===== src/rtl/qdrc_bist_pkg.sv =====
// Shared types and constants for the QDR user-port BIST.
// FSM encoding, pattern selects and the error counter width.
package qdrc_bist_pkg;

    typedef enum logic [2:0] {
        S_IDLE     = 3'd0,
        S_WAIT_RDY = 3'd1,
        S_WRITE    = 3'd2,
        S_READ     = 3'd3,
        S_DRAIN    = 3'd4,
        S_DONE     = 3'd5
    } state_t;

    localparam logic [1:0] PAT_ADDR  = 2'd0;
    localparam logic [1:0] PAT_INV   = 2'd1;
    localparam logic [1:0] PAT_CHECK = 2'd2;
    localparam logic [1:0] PAT_SOLID = 2'd3;

    localparam int ERR_CNT_WIDTH = 16;

endpackage


===== src/rtl/qdrc_bist_pattern.sv =====
// Combinational data pattern P(addr, sel) for the BIST.
// Ports: addr/sel in, data (2*DATA_WIDTH) out.
module qdrc_bist_pattern
    import qdrc_bist_pkg::*;
#(
    parameter int DATA_WIDTH = 36,
    parameter int ADDR_WIDTH = 21
) (
    input  logic [ADDR_WIDTH-1:0]   addr,
    input  logic [1:0]              sel,
    output logic [2*DATA_WIDTH-1:0] data
);

    localparam int WW = 2 * DATA_WIDTH;

    logic [WW-1:0] w;

    // Address bits repeated across the whole word.
    always_comb begin
        w = '0;
        for (int i = 0; i < WW; i++) begin
            w[i] = addr[i % ADDR_WIDTH];
        end
    end

    always_comb begin
        data = '0;
        case (sel)
            PAT_ADDR:  data = w;
            PAT_INV:   data = ~w;
            PAT_CHECK: data = addr[0] ? {DATA_WIDTH{2'b10}}
                                      : {DATA_WIDTH{2'b01}};
            PAT_SOLID: data = {WW{addr[0]}};
            default:   data = '0;
        endcase
    end

endmodule


===== src/rtl/qdrc_bist.sv =====
// QDR user-port BIST: write pattern over 0..addr_last, read back, compare.
// Ports: strobes/addr/data/be to controller, rd data in, status out.
module qdrc_bist
    import qdrc_bist_pkg::*;
#(
    parameter int DATA_WIDTH     = 36,
    parameter int BW_WIDTH       = 4,
    parameter int ADDR_WIDTH     = 21,
    parameter int STRB_INTERVAL  = 2,
    parameter int TIMEOUT_CYCLES = 1024
) (
    input  logic                     clk,
    input  logic                     reset,
    input  logic                     phy_rdy,
    input  logic                     start,
    input  logic [ADDR_WIDTH-1:0]    addr_last,
    input  logic [1:0]               pattern_sel,
    output logic                     usr_wr_strb,
    output logic                     usr_rd_strb,
    output logic [ADDR_WIDTH-1:0]    usr_addr,
    output logic [2*DATA_WIDTH-1:0]  usr_wr_data,
    output logic [2*BW_WIDTH-1:0]    usr_wr_be,
    input  logic [2*DATA_WIDTH-1:0]  usr_rd_data,
    input  logic                     usr_rd_dvld,
    output logic                     busy,
    output logic                     done,
    output logic                     pass,
    output logic                     timeout,
    output logic [ERR_CNT_WIDTH-1:0] err_count,
    output logic [ADDR_WIDTH-1:0]    first_err_addr
);

    localparam int WW    = 2 * DATA_WIDTH;
    localparam int GAP_W = (STRB_INTERVAL > 1) ? $clog2(STRB_INTERVAL) : 1;
    localparam int TMO_W = $clog2(TIMEOUT_CYCLES + 1);
    localparam int OUT_W = ADDR_WIDTH + 1;

    state_t state;
    state_t state_nxt;

    logic [ADDR_WIDTH-1:0] last_q;
    logic [1:0]            sel_q;
    logic [ADDR_WIDTH-1:0] addr_cnt;
    logic [GAP_W-1:0]      gap_cnt;
    logic [OUT_W-1:0]      outstanding;
    logic [TMO_W-1:0]      tmo_cnt;
    logic [ADDR_WIDTH-1:0] exp_addr;
    logic                  cmp_vld;
    logic                  cmp_err;
    logic [ADDR_WIDTH-1:0] cmp_addr;
    logic [WW-1:0]         wr_pat;
    logic [WW-1:0]         exp_pat;

    logic start_ok;
    logic strobing;
    logic strb_slot;
    logic at_last;
    logic out_zero;
    logic rd_dec;
    logic tmo_hit;
    logic enter_done;

    assign start_ok   = start && (state == S_IDLE);
    assign strobing   = (state == S_WRITE) || (state == S_READ);
    assign strb_slot  = strobing && (gap_cnt == '0);
    assign at_last    = (addr_cnt == last_q);
    assign out_zero   = (outstanding == '0);
    assign rd_dec     = usr_rd_dvld && !out_zero;
    assign enter_done = (state_nxt == S_DONE) && (state != S_DONE);

    // Stall detector only fires while reads are owed and none arrive.
    assign tmo_hit = ((state == S_READ) || (state == S_DRAIN))
                   && !out_zero && !usr_rd_dvld
                   && (tmo_cnt == TMO_W'(TIMEOUT_CYCLES - 1));

    qdrc_bist_pattern #(
        .DATA_WIDTH (DATA_WIDTH),
        .ADDR_WIDTH (ADDR_WIDTH)
    ) u_wr_pat (
        .addr (addr_cnt),
        .sel  (sel_q),
        .data (wr_pat)
    );

    qdrc_bist_pattern #(
        .DATA_WIDTH (DATA_WIDTH),
        .ADDR_WIDTH (ADDR_WIDTH)
    ) u_exp_pat (
        .addr (exp_addr),
        .sel  (sel_q),
        .data (exp_pat)
    );

    always_ff @(posedge clk) begin
        if (reset) begin
            state <= S_IDLE;
        end else begin
            state <= state_nxt;
        end
    end

    always_comb begin
        state_nxt = state;
        case (state)
            S_IDLE: begin
                if (start) state_nxt = S_WAIT_RDY;
            end
            S_WAIT_RDY: begin
                if (phy_rdy) state_nxt = S_WRITE;
            end
            S_WRITE: begin
                if (strb_slot && at_last) state_nxt = S_READ;
            end
            S_READ: begin
                if (tmo_hit) begin
                    state_nxt = S_DONE;
                end else if (strb_slot && at_last) begin
                    state_nxt = S_DRAIN;
                end
            end
            S_DRAIN: begin
                if (tmo_hit || (out_zero && !cmp_vld)) begin
                    state_nxt = S_DONE;
                end
            end
            S_DONE:  state_nxt = S_IDLE;
            default: state_nxt = S_IDLE;
        endcase
    end

    always_comb begin
        usr_wr_strb = 1'b0;
        usr_rd_strb = 1'b0;
        usr_addr    = '0;
        usr_wr_data = '0;
        usr_wr_be   = '0;
        busy        = (state != S_IDLE) && (state != S_DONE);
        case (state)
            S_WRITE: begin
                usr_wr_strb = strb_slot;
                usr_addr    = addr_cnt;
                usr_wr_data = wr_pat;
                usr_wr_be   = '1;
            end
            S_READ: begin
                usr_rd_strb = strb_slot;
                usr_addr    = addr_cnt;
            end
            default: begin
            end
        endcase
    end

    // Strobe spacing and address sequencing.
    // The spacing counter carries over from the last write into READ
    // so the first read keeps the same gap.
    always_ff @(posedge clk) begin
        if (reset) begin
            last_q   <= '0;
            sel_q    <= '0;
            addr_cnt <= '0;
            gap_cnt  <= '0;
        end else begin
            if (start_ok) begin
                last_q <= addr_last;
                sel_q  <= pattern_sel;
            end
            if (strobing) begin
                if (strb_slot) begin
                    gap_cnt  <= GAP_W'(STRB_INTERVAL - 1);
                    addr_cnt <= at_last ? '0 : addr_cnt + 1'b1;
                end else begin
                    gap_cnt <= gap_cnt - 1'b1;
                end
            end else begin
                gap_cnt  <= '0;
                addr_cnt <= '0;
            end
        end
    end

    // Outstanding reads and stall timer.
    always_ff @(posedge clk) begin
        if (reset) begin
            outstanding <= '0;
            tmo_cnt     <= '0;
        end else begin
            if (start_ok) begin
                outstanding <= '0;
            end else if (usr_rd_strb && !rd_dec) begin
                outstanding <= outstanding + 1'b1;
            end else if (!usr_rd_strb && rd_dec) begin
                outstanding <= outstanding - 1'b1;
            end

            if (start_ok || out_zero || usr_rd_dvld) begin
                tmo_cnt <= '0;
            end else if ((state == S_READ) || (state == S_DRAIN)) begin
                tmo_cnt <= tmo_cnt + 1'b1;
            end
        end
    end

    // One-stage compare; a dvld with nothing owed is itself an error.
    always_ff @(posedge clk) begin
        if (reset) begin
            exp_addr <= '0;
            cmp_vld  <= 1'b0;
            cmp_err  <= 1'b0;
            cmp_addr <= '0;
        end else if (start_ok) begin
            exp_addr <= '0;
            cmp_vld  <= 1'b0;
            cmp_err  <= 1'b0;
        end else begin
            cmp_vld <= usr_rd_dvld;
            if (usr_rd_dvld) begin
                cmp_err  <= out_zero || (usr_rd_data != exp_pat);
                cmp_addr <= exp_addr;
                exp_addr <= exp_addr + 1'b1;
            end
        end
    end

    always_ff @(posedge clk) begin
        if (reset) begin
            done           <= 1'b0;
            pass           <= 1'b0;
            timeout        <= 1'b0;
            err_count      <= '0;
            first_err_addr <= '0;
        end else if (start_ok) begin
            done           <= 1'b0;
            pass           <= 1'b0;
            timeout        <= 1'b0;
            err_count      <= '0;
            first_err_addr <= '0;
        end else begin
            if (cmp_vld && cmp_err) begin
                if (err_count != '1) err_count <= err_count + 1'b1;
                if (err_count == '0) first_err_addr <= cmp_addr;
            end
            if (tmo_hit) timeout <= 1'b1;
            if (enter_done) begin
                done <= 1'b1;
                pass <= (err_count == '0) && !tmo_hit && !timeout;
            end
        end
    end

endmodule


===== config.mk =====
export PLATFORM = sky130hd
export DESIGN_NAME = qdrc_bist
export DESIGN_NICKNAME = d
export VERILOG_FILES = /design/src/rtl/qdrc_bist_pkg.sv /design/src/rtl/qdrc_bist_pattern.sv /design/src/rtl/qdrc_bist.sv
export SDC_FILE = /design/constraint.sdc
export NUM_CORES = 1
export LEC_CHECK = 0
export ABC_AREA = 1
export CELL_PAD_IN_SITES_DETAIL_PLACEMENT = 2
export CELL_PAD_IN_SITES_GLOBAL_PLACEMENT = 2
export CORE_MARGIN = 2
export CORE_UTILIZATION = 24
export DETAILED_ROUTE_END_ITERATION = 16
export HOLD_SLACK_MARGIN = 0.03
export PLACE_DENSITY_LB_ADDON = 0.1
export SKIP_LAST_GASP = 1
export SYNTH_ARGS = -nofsm -noshare
export SYNTH_HDL_FRONTEND = slang
export SYNTH_SLANG_ARGS = --single-unit

===== constraint.sdc =====
create_clock -name clk -period 2.8 [get_ports clk]
set_clock_uncertainty 0.1 [all_clocks]
set_input_delay 0.56 -clock clk [delete_from_list [all_inputs] [get_ports clk]]
set_output_delay 0.56 -clock clk [all_outputs]
set_load 0.03 [all_outputs]

### Word level (Yosys, flattened, before mapping)

Cells that the tools add are included.
W data, S select, Z words.

| cells by class | value |
|---|---|
| $add $sub $neg | 7 |
| equal/unequal tests | 13 |
| multiplexer cells | 20 |
| bitwise gates (word level) | 5 |
| reductions and logical operators | 41 |

Operators by type and width:

| cell | number |
|---|---|
| $pmux W72 S4 | 2 |
| $mux W72 | 3 |
| $not A72 Y72 | 2 |
| $ne A72 B72 Y1 | 1 |
| $mux W22 | 2 |
| $add A21 B1 Y21 const B | 2 |
| $mux W21 | 2 |
| $add A22 B1 Y22 const B | 1 |
| $logic_not A22 Y1 | 1 |
| $sub A22 B1 Y22 const B | 1 |
| $eq A21 B21 Y1 | 1 |
| $mux W3 | 6 |
| $add A16 B1 Y16 const B | 1 |
| $logic_not A16 Y1 | 1 |
| $ne A16 B16 Y1 const B | 1 |
| $logic_and A1 B1 Y1 | 15 |
| $pmux W3 S5 | 1 |
| $add A11 B1 Y11 const B | 1 |
| $eq A11 B10 Y1 const B | 1 |
| $mux W8 | 1 |
| $reduce_or A2 Y1 | 4 |
| $logic_not A1 Y1 | 7 |
| $eq A3 B2 Y1 const B | 2 |
| $eq A3 B3 Y1 const B | 2 |
| other kinds (13) | 25 |

| storage, ports and cells | value |
|---|---|
| register bits after elaboration | 165 |
| input port bits | 100 |
| output and inout bits | 144 |
| logic and storage cells | 102 |

### Longest topological paths before layout

Gate-level depths: netlist of run 1.

| logic depth | value |
|---|---|
| word-level depth | 10 |
| depth in mapped cells | 20 |
| gate-level depth less buffers | 20 |

### By module

From an unflattened synthesis of run 1, not the netlist that was laid out.

| unflattened totals | value |
|---|---|
| cells, all modules | 1892 |
| area total of the unflattened synthesis | 11723.7 um2 |

Modules (own cells, without submodules):

| module | times used | cells each | area each (um2) | sequential area each (um2) |
|---|---|---|---|---|
| qdrc_bist | 1 | 1548 | 10039.6 | 3303.2 |
| qdrc_bist_pattern | 2 | 172 | 842.1 | 0.0 |

### Least setup slack after synthesis of run 1

OpenSTA, ideal clock, no wires.

| path | value |
|---|---|
| path kind | register to register |
| from | register state[2] |
| to | register outstanding[16] |
| setup time | 0.115 ns |
| arrival time | 3.058 ns |
| required time | 2.585 ns |
| slack | -0.473 ns |
| cell stages (with the launch flop) | 18 |
| buffers on the path | 0 |
| clock period less this slack | 3.273 ns |
| path through | dfxtp_1 inv_2 nand3_1 nor2_1 ha_1 inv_1 ha_1 inv_1 o21ai_1 nand2_1 nand2_1 inv_1 o21ai_1 nand3_1 nand2_1 nor2_1 o21ai_0 inv_1 |

| between the ends | value |
|---|---|
| word-level cells in the longest chain between the ends | 7 |
| elaborated cells between the ends (all ways) | 13 |
| classes of those cells | 2 x eq/ne; 2 x mux; 9 x reduce/logical |

RTL lines:

| what | RTL line | RTL |
|---|---|---|
| start, declared | qdrc_bist.sv:38 | `state_t state;` |
| start signal, assigned | qdrc_bist.sv:98 | `state <= state_nxt;` |
| $eq A3 B2 Y1 (on tied branches) | qdrc_bist.sv:64, qdrc_bist.sv:138 |  |
| $logic_or A1 B1 Y1 | qdrc_bist.sv:64 | `assign strobing = (state == S_WRITE) \|\| (state == S_READ);` |
| $logic_and A1 B1 Y1 | qdrc_bist.sv:65 | `assign strb_slot = strobing && (gap_cnt == '0);` |
| $mux W1 * | qdrc_bist.sv:138 | `case (state)` |
| net usr_rd_strb | qdrc_bist.sv:19 | `output logic usr_rd_strb,` |
| $logic_not A1 Y1 | qdrc_bist.sv:192 | `end else if (!usr_rd_strb && rd_dec) begin` |
| $logic_and A1 B1 Y1 | qdrc_bist.sv:192 |  |
| $reduce_bool A2 Y1 (no source line) | - |  |
| end signal, assigned | qdrc_bist.sv:191 | `outstanding <= outstanding + 1'b1;` |
| end signal, assigned | qdrc_bist.sv:193 | `outstanding <= outstanding - 1'b1;` |
| end, declared | qdrc_bist.sv:45 | `logic [OUT_W-1:0] outstanding;` |

The timed path passes the listed nets; every way through them passes the cells marked *.
A chain may end at the register's enable or synchronous reset.

### Worst setup path in the final report of run 1

| path | value |
|---|---|
| from | register outstanding[10] |
| to | register outstanding[14] |

| between the ends | value |
|---|---|
| word-level cells in the longest chain between the ends | 6 |
| elaborated cells between the ends (all ways) | 11 |
| classes of those cells | 2 x add/sub; 2 x mux; 7 x reduce/logical |

RTL lines:

| what |
|---|
| branches (longest 6 deep; another with $sub A22 B1 Y22) |

Several ways; the timed one is not identified. The select of a mux whose other input is x is not followed.

==> flow_results.xml, run 1 <==
<?xml version="1.0" encoding="UTF-8"?>
<metrics>
  <group name="worst_setup_path">
    <metric name="cp_max_stage_cell" unit="">sky130_fd_sc_hd__dfxtp_2</metric>
    <metric name="rr_worst_depth" unit="">20</metric>
    <metric name="r2r_end" unit="">outstanding[14]</metric>
    <metric name="criticalPathCategory" unit="">register to register</metric>
    <metric name="crit-reg2reg-launch" unit="">outstanding[10]</metric>
    <metric name="critPathMaxFanout" unit="">5</metric>
    <metric name="critPathTopFamily" unit="">simple AND/OR/NAND/NOR gates</metric>
    <metric name="crit_path_start" unit="">outstanding[10]</metric>
    <metric name="r2r_slack" unit="ns">-0.30</metric>
    <metric name="critPathArrivalTime" unit="ns">3.34</metric>
    <metric name="worst-endpoint-required" unit="ns">3.04</metric>
    <metric name="critical_path.n_buffers_inverters" unit="">7</metric>
    <metric name="path_cells" unit="">nor2_4 -&gt; nand3_4 -&gt; nor2_4 -&gt; nand2_2 -&gt; nand2_2 -&gt; ha_4 -&gt; clkinvlp_4 -&gt; buf_12 -&gt; buf_12 -&gt; ha_4 -&gt; buf_4 -&gt; buf_6 -&gt; nand4_1 -&gt; buf_4 -&gt; nor3_2 -&gt; a211o_1 -&gt; a21oi_2 -&gt; o21ai_1 -&gt; nand2_1 -&gt; inv_1</metric>
    <metric name="timing.critical_path.slowest_cell_delay" unit="ns">0.34</metric>
    <metric name="type_of_origin_of_the_critical_path" unit="">register</metric>
    <metric name="timing.critical_path.to_type" unit="">register</metric>
  </group>
  <group name="route">
    <metric name="wire_per_inst" unit="um">19.0</metric>
    <metric name="post-route-drc-count" unit="">0</metric>
    <metric name="drt_pass1_iterations" unit="">5</metric>
    <metric name="postRouteWirelength" unit="um">53000</metric>
    <metric name="dr.first_iter.drc_count" unit="">486</metric>
    <metric name="postRouteAntennaNets" unit="">0</metric>
    <metric name="routed-via-count" unit="">13300</metric>
    <metric name="detail_route.vias_per_cell" unit="">4.78</metric>
  </group>
  <group name="layout">
    <metric name="num-nets-final" unit="">2298</metric>
    <metric name="area_used_by_sequential_logic_in_the_layout" unit="sq um">3320</metric>
    <metric name="final-instance-count-excl-fill" unit="">2792</metric>
    <metric name="fillers" unit="">5533</metric>
    <metric name="drive_above_1_share" unit="">0.217</metric>
    <metric name="multi_input_area" unit="sq um">7470</metric>
    <metric name="finish.instance_area" unit="sq um">16900</metric>
    <metric name="area_growth_syn_to_fin" unit="%">49.4</metric>
  </group>
  <group name="min_path">
    <metric name="hold_end" unit="">first_err_addr[3]</metric>
    <metric name="min_path_type" unit="">register to register</metric>
    <metric name="min_from" unit="">first_err_addr[3]</metric>
    <metric name="worst_hold_path.num_cells" unit="">2</metric>
  </group>
  <group name="job">
    <metric name="max_cap_violations" unit="">0</metric>
  </group>
  <group name="sta">
    <metric name="rsz_0062_raised_after_global_routing" unit="">true</metric>
    <metric name="worst_slew_pin_slew" unit="ns">0.606</metric>
    <metric name="period_needed" unit="ns">3.10</metric>
    <metric name="final.setup.tns" unit="ns">-3.29</metric>
    <metric name="timing.final.hold_violations" unit="">0</metric>
    <metric name="min_period_over_period" unit="">1.11</metric>
    <metric name="timing.final.setup_violations" unit="">17</metric>
    <metric name="relSlewSlack" unit="">0.592</metric>
    <metric name="final_critical_path_setup_slack" unit="ns">-0.298</metric>
    <metric name="whs" unit="ns">0.346</metric>
    <metric name="final_max_slew_viol_count" unit="">0</metric>
    <metric name="maxClockFrequency" unit="MHz">323</metric>
  </group>
  <group name="global_route">
    <metric name="grt_first_pass_wirelength" unit="um">82300</metric>
    <metric name="global_route.usage.total" unit="">0.213</metric>
    <metric name="grt_antenna_before_repair" unit="">2</metric>
    <metric name="globalRoute.totalOverflow" unit="">0</metric>
    <metric name="first_global_vias" unit="">14400</metric>
    <metric name="grt_max_degree" unit="">43</metric>
  </group>
  <group name="run_status">
    <metric name="violated_checks" unit="">setup timing</metric>
    <metric name="outcome" unit="">finished, violations left</metric>
  </group>
  <group name="cts">
    <metric name="clk_latency" unit="ns">0.45</metric>
    <metric name="clock_tree.buffer_depth" unit="">2</metric>
    <metric name="tritoncts" unit="">built</metric>
    <metric name="cts.hold.buffers_added" unit="">0</metric>
    <metric name="numCtsBuffers" unit="">17</metric>
    <metric name="h_tree_depth" unit="">4</metric>
    <metric name="ctsRootBufferMaster" unit="">sky130_fd_sc_hd__clkbuf_16</metric>
    <metric name="clock_sinks" unit="">165</metric>
    <metric name="clk_transition_reported_paths" unit="ns">0.07</metric>
  </group>
  <group name="pwr">
    <metric name="total_leakage_power" unit="nW">7.49</metric>
    <metric name="power_density" unit="nW/um^2">710</metric>
    <metric name="vdd_drop_max" unit="mV">0.346</metric>
  </group>
  <group name="logic_synthesis">
    <metric name="syn-instance-count" unit="">1842</metric>
    <metric name="ys_ff_latch" unit="">165</metric>
    <metric name="synth.yosys.seq_area_share" unit="">0.293</metric>
    <metric name="mappedNetlistArea" unit="sq um">11300</metric>
    <metric name="synth_edf_count" unit="">0</metric>
    <metric name="mappedNetlistNets" unit="">1969</metric>
    <metric name="avgSynthCellArea" unit="sq um">6.13</metric>
    <metric name="postSynth.asyncResetShare" unit="">0</metric>
    <metric name="postSynth.topFlopCell" unit="">sky130_fd_sc_hd__dfxtp_1</metric>
    <metric name="ys_types" unit="">48</metric>
    <metric name="ys_warn_count" unit="">0</metric>
  </group>
  <group name="floorplan">
    <metric name="core_area" unit="sq um">46500</metric>
    <metric name="die_outline_area" unit="sq um">48800</metric>
    <metric name="die_width" unit="um">221</metric>
    <metric name="floorplan.initialDensity" unit="">0.243</metric>
    <metric name="site_row_count" unit="">79</metric>
    <metric name="chipHeight" unit="um">221</metric>
    <metric name="io-pin-count" unit="">244</metric>
  </group>
  <group name="placement">
    <metric name="placed_area" unit="sq um">15000</metric>
    <metric name="dp_cells" unit="">2730</metric>
    <metric name="placement.setup.worst_slack" unit="ns">-0.618</metric>
    <metric name="port_buffers" unit="">243</metric>
    <metric name="rd_place_congestion" unit="">0.843</metric>
    <metric name="dp.final_hpwl" unit="um">41500</metric>
  </group>
</metrics>
## cells by family after synthesis
| logic type | count (synthesis) | share of synthesized area |
|---|---|---|
| DFF | 165 | 0.293 |
| AOI/OAI and AO/OA | 337 | 0.155 |
| adders and majority gates | 27 | 0.0306 |
| and+or+nand+nor | 933 | 0.360 |
| xor gates and xnor gates | 42 | 0.0326 |
| buffers and inverters | 338 | 0.129 |
## how the worst max path moves through the flow
stage	to	slack, ns	depth (start not counted)
final	outstanding[14]	-0.30	20
after global routing	outstanding[13]	-0.45	21
after CTS	outstanding[12]	-0.18	17
after detailed placement	outstanding[12]	-0.62	15
after global placement	outstanding[15]	-0.55	16
after floorplan	outstanding[12]	-0.14	15
## per-layer routing
| metal | GRT usage | routed length, um | part of all wire | up-vias |
|---|---|---|---|---|
| li1 | - | - | - | 6572 |
| met1 | 0.264 | 23800 | 0.45 | 6584 |
| met3 | 0.0246 | 997 | 0.019 | 43 |
| met4 | 0.0537 | 967 | 0.018 | 2 |
| met5 | 0 | 10 | 0.00019 | - |
| met2 | 0.388 | 27200 | 0.51 | 135 |
## final cells by class
class / count / area share
multi-input cells: 1339 / 0.443
repair buffers: 410 / 0.224
flip-flops and latches: 165 / 0.197
inverters: 238 / 0.0535
well taps: 607 / 0.0450
clock buffers: 21 / 0.0267
clock inverters: 11 / 0.0104
diodes: 1 / 0.000148
## synth_stat cells, types with 2 or more instances
cell type / instances / share of area
sky130_fd_sc_hd__a211oi_1: 2 / 0.0013
sky130_fd_sc_hd__a21oi_1: 172 / 0.076
sky130_fd_sc_hd__a31o_2: 3 / 0.0023
sky130_fd_sc_hd__a31oi_1: 2 / 0.0011
sky130_fd_sc_hd__buf_1: 4 / 0.0013
sky130_fd_sc_hd__buf_2: 8 / 0.0035
sky130_fd_sc_hd__buf_4: 42 / 0.028
sky130_fd_sc_hd__buf_6: 3 / 0.0030
sky130_fd_sc_hd__clkbuf_1: 41 / 0.014
sky130_fd_sc_hd__clkbuf_2: 2 / 0.00089
sky130_fd_sc_hd__dfxtp_1: 165 / 0.29
sky130_fd_sc_hd__ha_1: 26 / 0.029
sky130_fd_sc_hd__inv_1: 232 / 0.077
sky130_fd_sc_hd__inv_2: 5 / 0.0017
sky130_fd_sc_hd__nand2_1: 482 / 0.16
sky130_fd_sc_hd__nand2_2: 10 / 0.0055
sky130_fd_sc_hd__nand2_4: 2 / 0.0020
sky130_fd_sc_hd__nand3_1: 110 / 0.049
sky130_fd_sc_hd__nand3_2: 3 / 0.0027
sky130_fd_sc_hd__nand3b_1: 16 / 0.011
sky130_fd_sc_hd__nand4_1: 42 / 0.023
sky130_fd_sc_hd__nor2_1: 198 / 0.066
sky130_fd_sc_hd__nor2_4: 5 / 0.0050
sky130_fd_sc_hd__nor3_1: 37 / 0.016
sky130_fd_sc_hd__nor3_2: 3 / 0.0027
sky130_fd_sc_hd__nor3b_1: 3 / 0.0020
sky130_fd_sc_hd__nor3b_2: 2 / 0.0022
sky130_fd_sc_hd__nor4_1: 8 / 0.0044
sky130_fd_sc_hd__o211ai_1: 3 / 0.0020
sky130_fd_sc_hd__o21a_1: 4 / 0.0027
sky130_fd_sc_hd__o21ai_0: 130 / 0.058
sky130_fd_sc_hd__o21ai_1: 9 / 0.0040
sky130_fd_sc_hd__o21bai_1: 3 / 0.0020
sky130_fd_sc_hd__o221ai_1: 2 / 0.0016
sky130_fd_sc_hd__o22ai_1: 3 / 0.0017
sky130_fd_sc_hd__o31ai_1: 2 / 0.0013
sky130_fd_sc_hd__or2_2: 7 / 0.0039
sky130_fd_sc_hd__xnor2_1: 12 / 0.0093
sky130_fd_sc_hd__xor2_1: 30 / 0.023
## report_power, final
part	total [mW]	switching, mW	internal, mW
Combinational	6.71	3.85	2.86
Sequential	2.67	0.140	2.53
Clock	2.59	1.07	1.52
## cell usage in the layout, fill, tap and decap left out, types with 20 or more instances in the layout
cell / count
sky130_fd_sc_hd__o21ai_1: 24
sky130_fd_sc_hd__xor2_1: 28
sky130_fd_sc_hd__dlygate4sd2_1: 23
sky130_fd_sc_hd__nor2_1: 176
sky130_fd_sc_hd__nand2_1: 449
sky130_fd_sc_hd__nand3_1: 96
sky130_fd_sc_hd__nor3_1: 31
sky130_fd_sc_hd__dfxtp_1: 152
sky130_fd_sc_hd__inv_1: 221
sky130_fd_sc_hd__nand4_1: 42
sky130_fd_sc_hd__o21ai_0: 108
sky130_fd_sc_hd__ha_4: 20
sky130_fd_sc_hd__buf_4: 213
sky130_fd_sc_hd__clkdlybuf4s50_1: 140
sky130_fd_sc_hd__a21oi_1: 151
sky130_fd_sc_hd__nand2_2: 30
## worst reg2reg max path, cell delays in order, from the launching register on
cell                         delay [ns]
sky130_fd_sc_hd__dfxtp_2           0.34
sky130_fd_sc_hd__nor2_4            0.17
sky130_fd_sc_hd__nand3_4           0.11
sky130_fd_sc_hd__nor2_4            0.15
sky130_fd_sc_hd__nand2_2           0.07
sky130_fd_sc_hd__nand2_2           0.09
sky130_fd_sc_hd__ha_4              0.16
sky130_fd_sc_hd__clkinvlp_4        0.09
sky130_fd_sc_hd__buf_12            0.15
sky130_fd_sc_hd__buf_12            0.15
sky130_fd_sc_hd__ha_4              0.27
sky130_fd_sc_hd__buf_4             0.14
sky130_fd_sc_hd__buf_6             0.11
sky130_fd_sc_hd__nand4_1           0.12
sky130_fd_sc_hd__buf_4             0.15
sky130_fd_sc_hd__nor3_2            0.04
sky130_fd_sc_hd__a211o_1           0.30
sky130_fd_sc_hd__a21oi_2           0.12
sky130_fd_sc_hd__o21ai_1           0.07
sky130_fd_sc_hd__nand2_1           0.07
sky130_fd_sc_hd__inv_1             0.03
## repair_timing
item,CTS,global route
resized for setup,180,66
pin swaps,51,57
endpoints found under the hold margin,0,0
gates cloned,4,2
buffers inserted,12,14
endpoints found under the setup margin,86,86
## sequential cells by signal, summed over array words and instances, names as in the netlist, 3 cells and up
| name | cells |
|---|---|
| outstanding | 22 |
| addr_cnt | 21 |
| cmp_addr | 21 |
| exp_addr | 21 |
| first_err_addr | 21 |
| last_q | 21 |
| err_count | 16 |
| tmo_cnt | 11 |
| state | 3 |
## per-stage QoR
| stage | utilization | power (mW) |
|---|---|---|
| after floorplan | - | 5.61 |
| after global placement | 0.323 | 7.77 |
| after detailed placement | 0.323 | 7.89 |
| after CTS | 0.355 | 11.5 |
| after global routing | 0.363 | 12.8 |
| final | 0.363 | 12.0 |
No activity file was read; power rests on OpenSTA's default activity.
==> inputs of run 2 (changes only) <==
--- a/config.mk
+++ b/config.mk
@@ -9,11 +9,12 @@
 export CELL_PAD_IN_SITES_DETAIL_PLACEMENT = 2
 export CELL_PAD_IN_SITES_GLOBAL_PLACEMENT = 2
 export CORE_MARGIN = 2
-export CORE_UTILIZATION = 24
+export CORE_UTILIZATION = 25
 export DETAILED_ROUTE_END_ITERATION = 16
 export HOLD_SLACK_MARGIN = 0.03
 export PLACE_DENSITY_LB_ADDON = 0.1
 export SKIP_LAST_GASP = 1
 export SYNTH_ARGS = -nofsm -noshare
 export SYNTH_HDL_FRONTEND = slang
+export SYNTH_HIERARCHICAL = 1
 export SYNTH_SLANG_ARGS = --single-unit
==> run 2 against run 1 <==
The run still ends with setup timing left. Power decreased by 18%. Combinational power decreased by 32%. Sequential share of layout area about the same. Critical endpoint is now outstanding[21]. Largest cell class unchanged. Highest routed layer is now met4.
==> flow_results.xml, run 2 <==
<?xml version="1.0" encoding="UTF-8"?>
<metrics>
  <group name="run_status">
    <metric name="outcome" unit="">finished, violations left</metric>
    <metric name="violated_checks" unit="">setup timing</metric>
  </group>
  <group name="cts">
    <metric name="clk_transition_reported_paths" unit="ns">0.07</metric>
    <metric name="ctsRootBufferMaster" unit="">sky130_fd_sc_hd__clkbuf_16</metric>
    <metric name="numCtsBuffers" unit="">17</metric>
    <metric name="clock_sinks" unit="">165</metric>
    <metric name="clk_latency" unit="ns">0.48</metric>
    <metric name="tritoncts" unit="">built</metric>
    <metric name="h_tree_depth" unit="">4</metric>
    <metric name="clock_tree.buffer_depth" unit="">2</metric>
  </group>
  <group name="sta">
    <metric name="rsz_0062_raised_after_global_routing" unit="">true</metric>
    <metric name="timing.final.hold_violations" unit="">0</metric>
    <metric name="relSlewSlack" unit="">0.615</metric>
    <metric name="worst_slew_pin_slew" unit="ns">0.576</metric>
    <metric name="maxClockFrequency" unit="MHz">316</metric>
    <metric name="final_critical_path_setup_slack" unit="ns">-0.361</metric>
    <metric name="timing.final.setup_violations" unit="">17</metric>
    <metric name="period_needed" unit="ns">3.16</metric>
    <metric name="final_max_slew_viol_count" unit="">0</metric>
    <metric name="min_period_over_period" unit="">1.13</metric>
  </group>
  <group name="layout">
    <metric name="num-nets-final" unit="">2318</metric>
    <metric name="antenna-diode-count" unit="">0</metric>
    <metric name="drive_above_1_share" unit="">0.211</metric>
    <metric name="layout_common_cells" unit="">413 x sky130_fd_sc_hd__nand2_1, 289 x sky130_fd_sc_hd__inv_1, 240 x sky130_fd_sc_hd__nor2_1</metric>
    <metric name="number_of_flip_flops_under_the_largest_register_name" unit="">22</metric>
    <metric name="layout.core_utilization" unit="">0.363</metric>
    <metric name="multi_input_area" unit="sq um">7400</metric>
    <metric name="layout.cells.most_common" unit="">sky130_fd_sc_hd__nand2_1</metric>
    <metric name="fillers" unit="">5555</metric>
    <metric name="area_growth_syn_to_fin" unit="%">43.9</metric>
    <metric name="area_used_by_sequential_logic_in_the_layout" unit="sq um">3320</metric>
    <metric name="registers.top_by_ff_count" unit="">outstanding</metric>
  </group>
  <group name="floorplan">
    <metric name="die_width" unit="um">221</metric>
    <metric name="chipHeight" unit="um">221</metric>
    <metric name="floorplan.initialDensity" unit="">0.252</metric>
    <metric name="io-pin-count" unit="">244</metric>
    <metric name="core_area" unit="sq um">46500</metric>
    <metric name="die_outline_area" unit="sq um">48600</metric>
    <metric name="site_row_count" unit="">79</metric>
  </group>
  <group name="logic_synthesis">
    <metric name="ys_types" unit="">49</metric>
    <metric name="post-synth-top-count-cell" unit="">sky130_fd_sc_hd__nand2_1</metric>
    <metric name="yosysTopAreaCellShare" unit="">0.282</metric>
    <metric name="synth_fa_ha_area_frac" unit="">0.0295</metric>
    <metric name="synth_largest_area_cell" unit="">sky130_fd_sc_hd__dfxtp_1</metric>
    <metric name="ys_ff_latch" unit="">165</metric>
    <metric name="synthXorXnorAreaFrac" unit="">0.0687</metric>
    <metric name="synth.area.mux_share" unit="">0</metric>
    <metric name="synth-compound-area-share" unit="">0.124</metric>
    <metric name="synthSimpleGateAreaFrac" unit="">0.327</metric>
    <metric name="mappedNetlistNets" unit="">2019</metric>
    <metric name="avgSynthCellArea" unit="sq um">6.20</metric>
    <metric name="post_synth_main_area_contributors" unit="">sky130_fd_sc_hd__dfxtp_1 28%, sky130_fd_sc_hd__nand2_1 14%, sky130_fd_sc_hd__inv_1 9.5%</metric>
    <metric name="syn-instance-count" unit="">1892</metric>
    <metric name="mappedNetlistArea" unit="sq um">11700</metric>
    <metric name="synth_top_family_by_area" unit="">simple AND/OR/NAND/NOR gates</metric>
    <metric name="postSynth.topFlopCell" unit="">sky130_fd_sc_hd__dfxtp_1</metric>
    <metric name="postSynth.asyncResetShare" unit="">0</metric>
    <metric name="synth_edf_count" unit="">0</metric>
    <metric name="yosys-top-cells-count" unit="">438 x sky130_fd_sc_hd__nand2_1, 297 x sky130_fd_sc_hd__inv_1, 268 x sky130_fd_sc_hd__nor2_1</metric>
    <metric name="ys_warn_count" unit="">6</metric>
    <metric name="synth.yosys.seq_area_share" unit="">0.282</metric>
  </group>
  <group name="route">
    <metric name="post-route-drc-count" unit="">0</metric>
    <metric name="drt_pass1_iterations" unit="">4</metric>
    <metric name="dr.first_iter.drc_count" unit="">474</metric>
    <metric name="postRouteAntennaNets" unit="">0</metric>
    <metric name="detail_route.vias_per_cell" unit="">4.58</metric>
    <metric name="routed-via-count" unit="">12900</metric>
    <metric name="wire_per_inst" unit="um">18.0</metric>
    <metric name="postRouteWirelength" unit="um">50600</metric>
  </group>
  <group name="placement">
    <metric name="rd_place_congestion" unit="">0.827</metric>
    <metric name="placement.setup.worst_slack" unit="ns">-0.672</metric>
    <metric name="dp.final_hpwl" unit="um">38700</metric>
    <metric name="port_buffers" unit="">243</metric>
  </group>
  <group name="min_path">
    <metric name="min_path_type" unit="">register to register</metric>
    <metric name="worst_hold_path.num_cells" unit="">2</metric>
  </group>
  <group name="global_route">
    <metric name="grt_first_pass_wirelength" unit="um">76000</metric>
    <metric name="global_route.usage.total" unit="">0.202</metric>
    <metric name="first_global_vias" unit="">13700</metric>
    <metric name="globalRoute.totalOverflow" unit="">0</metric>
    <metric name="grt_antenna_before_repair" unit="">0</metric>
    <metric name="grt_max_degree" unit="">73</metric>
  </group>
  <group name="worst_setup_path">
    <metric name="criticalPathCategory" unit="">register to register</metric>
    <metric name="critPathArrivalTime" unit="ns">3.46</metric>
    <metric name="worst-endpoint-required" unit="ns">3.10</metric>
    <metric name="rr_worst_depth" unit="">19</metric>
    <metric name="type_of_origin_of_the_critical_path" unit="">register</metric>
    <metric name="critPathMaxFanout" unit="">5</metric>
    <metric name="timing.critical_path.to_type" unit="">register</metric>
  </group>
  <group name="job">
    <metric name="max_cap_violations" unit="">0</metric>
  </group>
  <group name="pwr">
    <metric name="power_density" unit="nW/um^2">582</metric>
    <metric name="vdd_drop_max" unit="mV">0.508</metric>
    <metric name="total_leakage_power" unit="nW">7.50</metric>
  </group>
</metrics>
==> run 2: routing by layer <==
layer / GRT usage / share of wire / vias to the layer above
met5: 0 / 0 / -
met4: 0.0638 / 0.028 / 0
met3: 0.0346 / 0.036 / 60
met2: 0.358 / 0.49 / 221
met1: 0.249 / 0.44 / 6172
li1: - / - / 6423
==> run 2: final timing paths <==
kind	startpoint	end	slack, ns
setup / recovery	outstanding[7]	outstanding[21]	-0.36
hold / removal	first_err_addr[20]	first_err_addr[20]	0.35
setup reg to reg	outstanding[7]	outstanding[21]	-0.36
hold reg to reg	first_err_addr[20]	first_err_addr[20]	0.35
==> run 2: power by group <==
group / switching, mW / leakage [nW] / internal (mW)
registers: 0.109 / 1.35 / 2.49
clock network: 1.08 / 0.304 / 1.57
logic: 2.57 / 5.85 / 2.00
==> run 2: metrics by stage <==
step                      total power [mW]  hold WS, ns  setup TNS [ns]  cells  area (sq um)
after floorplan                       4.76        0.344           -3.37   1892         11800
after global placement                5.96        0.332           -7.43   2746         15000
after detailed placement              6.06        0.336           -9.12   2746         15000
after CTS                             9.31        0.347           -2.11   2792         16400
after global routing                  10.4        0.364           -6.50   2811         16900
final                                 9.82        0.347           -3.70   2811         16900
==> run 2: logic make-up after synthesis <==
group | after synthesis
AOI/OAI and AO/OA | 277
xor gates and xnor gates | 92
adders and majority gates | 27
buffers and inverters | 430
DFF | 165
and+or+nand+nor | 901
==> run 2: critical path, cell delays in order (launching register included) <==
cell,delay [ns]
sky130_fd_sc_hd__dfxtp_2,0.34
sky130_fd_sc_hd__nor2_4,0.13
sky130_fd_sc_hd__nand3_4,0.09
sky130_fd_sc_hd__nor2_4,0.17
sky130_fd_sc_hd__nand2_4,0.09
sky130_fd_sc_hd__nand2_4,0.08
sky130_fd_sc_hd__ha_4,0.16
sky130_fd_sc_hd__clkinvlp_4,0.10
sky130_fd_sc_hd__buf_8,0.16
sky130_fd_sc_hd__buf_16,0.15
sky130_fd_sc_hd__buf_4,0.14
sky130_fd_sc_hd__ha_4,0.29
sky130_fd_sc_hd__nand2_2,0.11
sky130_fd_sc_hd__nor3_2,0.22
sky130_fd_sc_hd__buf_4,0.16
sky130_fd_sc_hd__nand3_1,0.08
sky130_fd_sc_hd__nand3_1,0.09
sky130_fd_sc_hd__xor2_1,0.17
sky130_fd_sc_hd__nand2_1,0.11
sky130_fd_sc_hd__a21oi_2,0.16
==> run 2: timing repair <==
action	4_1_cts	5_1_grt
pin swaps	12	61
resized for setup	144	96
hold buffers	0	0
setup endpoints to repair	113	86
setup buffers	11	19
cloned	3	2
==> run 2: layout make-up <==
cell class	count	share of cell area
clock buffers	22	0.0281
clock inverters	10	0.0100
inverters	304	0.0683
multi-input cells	1299	0.439
flip-flops and latches	165	0.197
well taps	607	0.0450
repair buffers	404	0.213
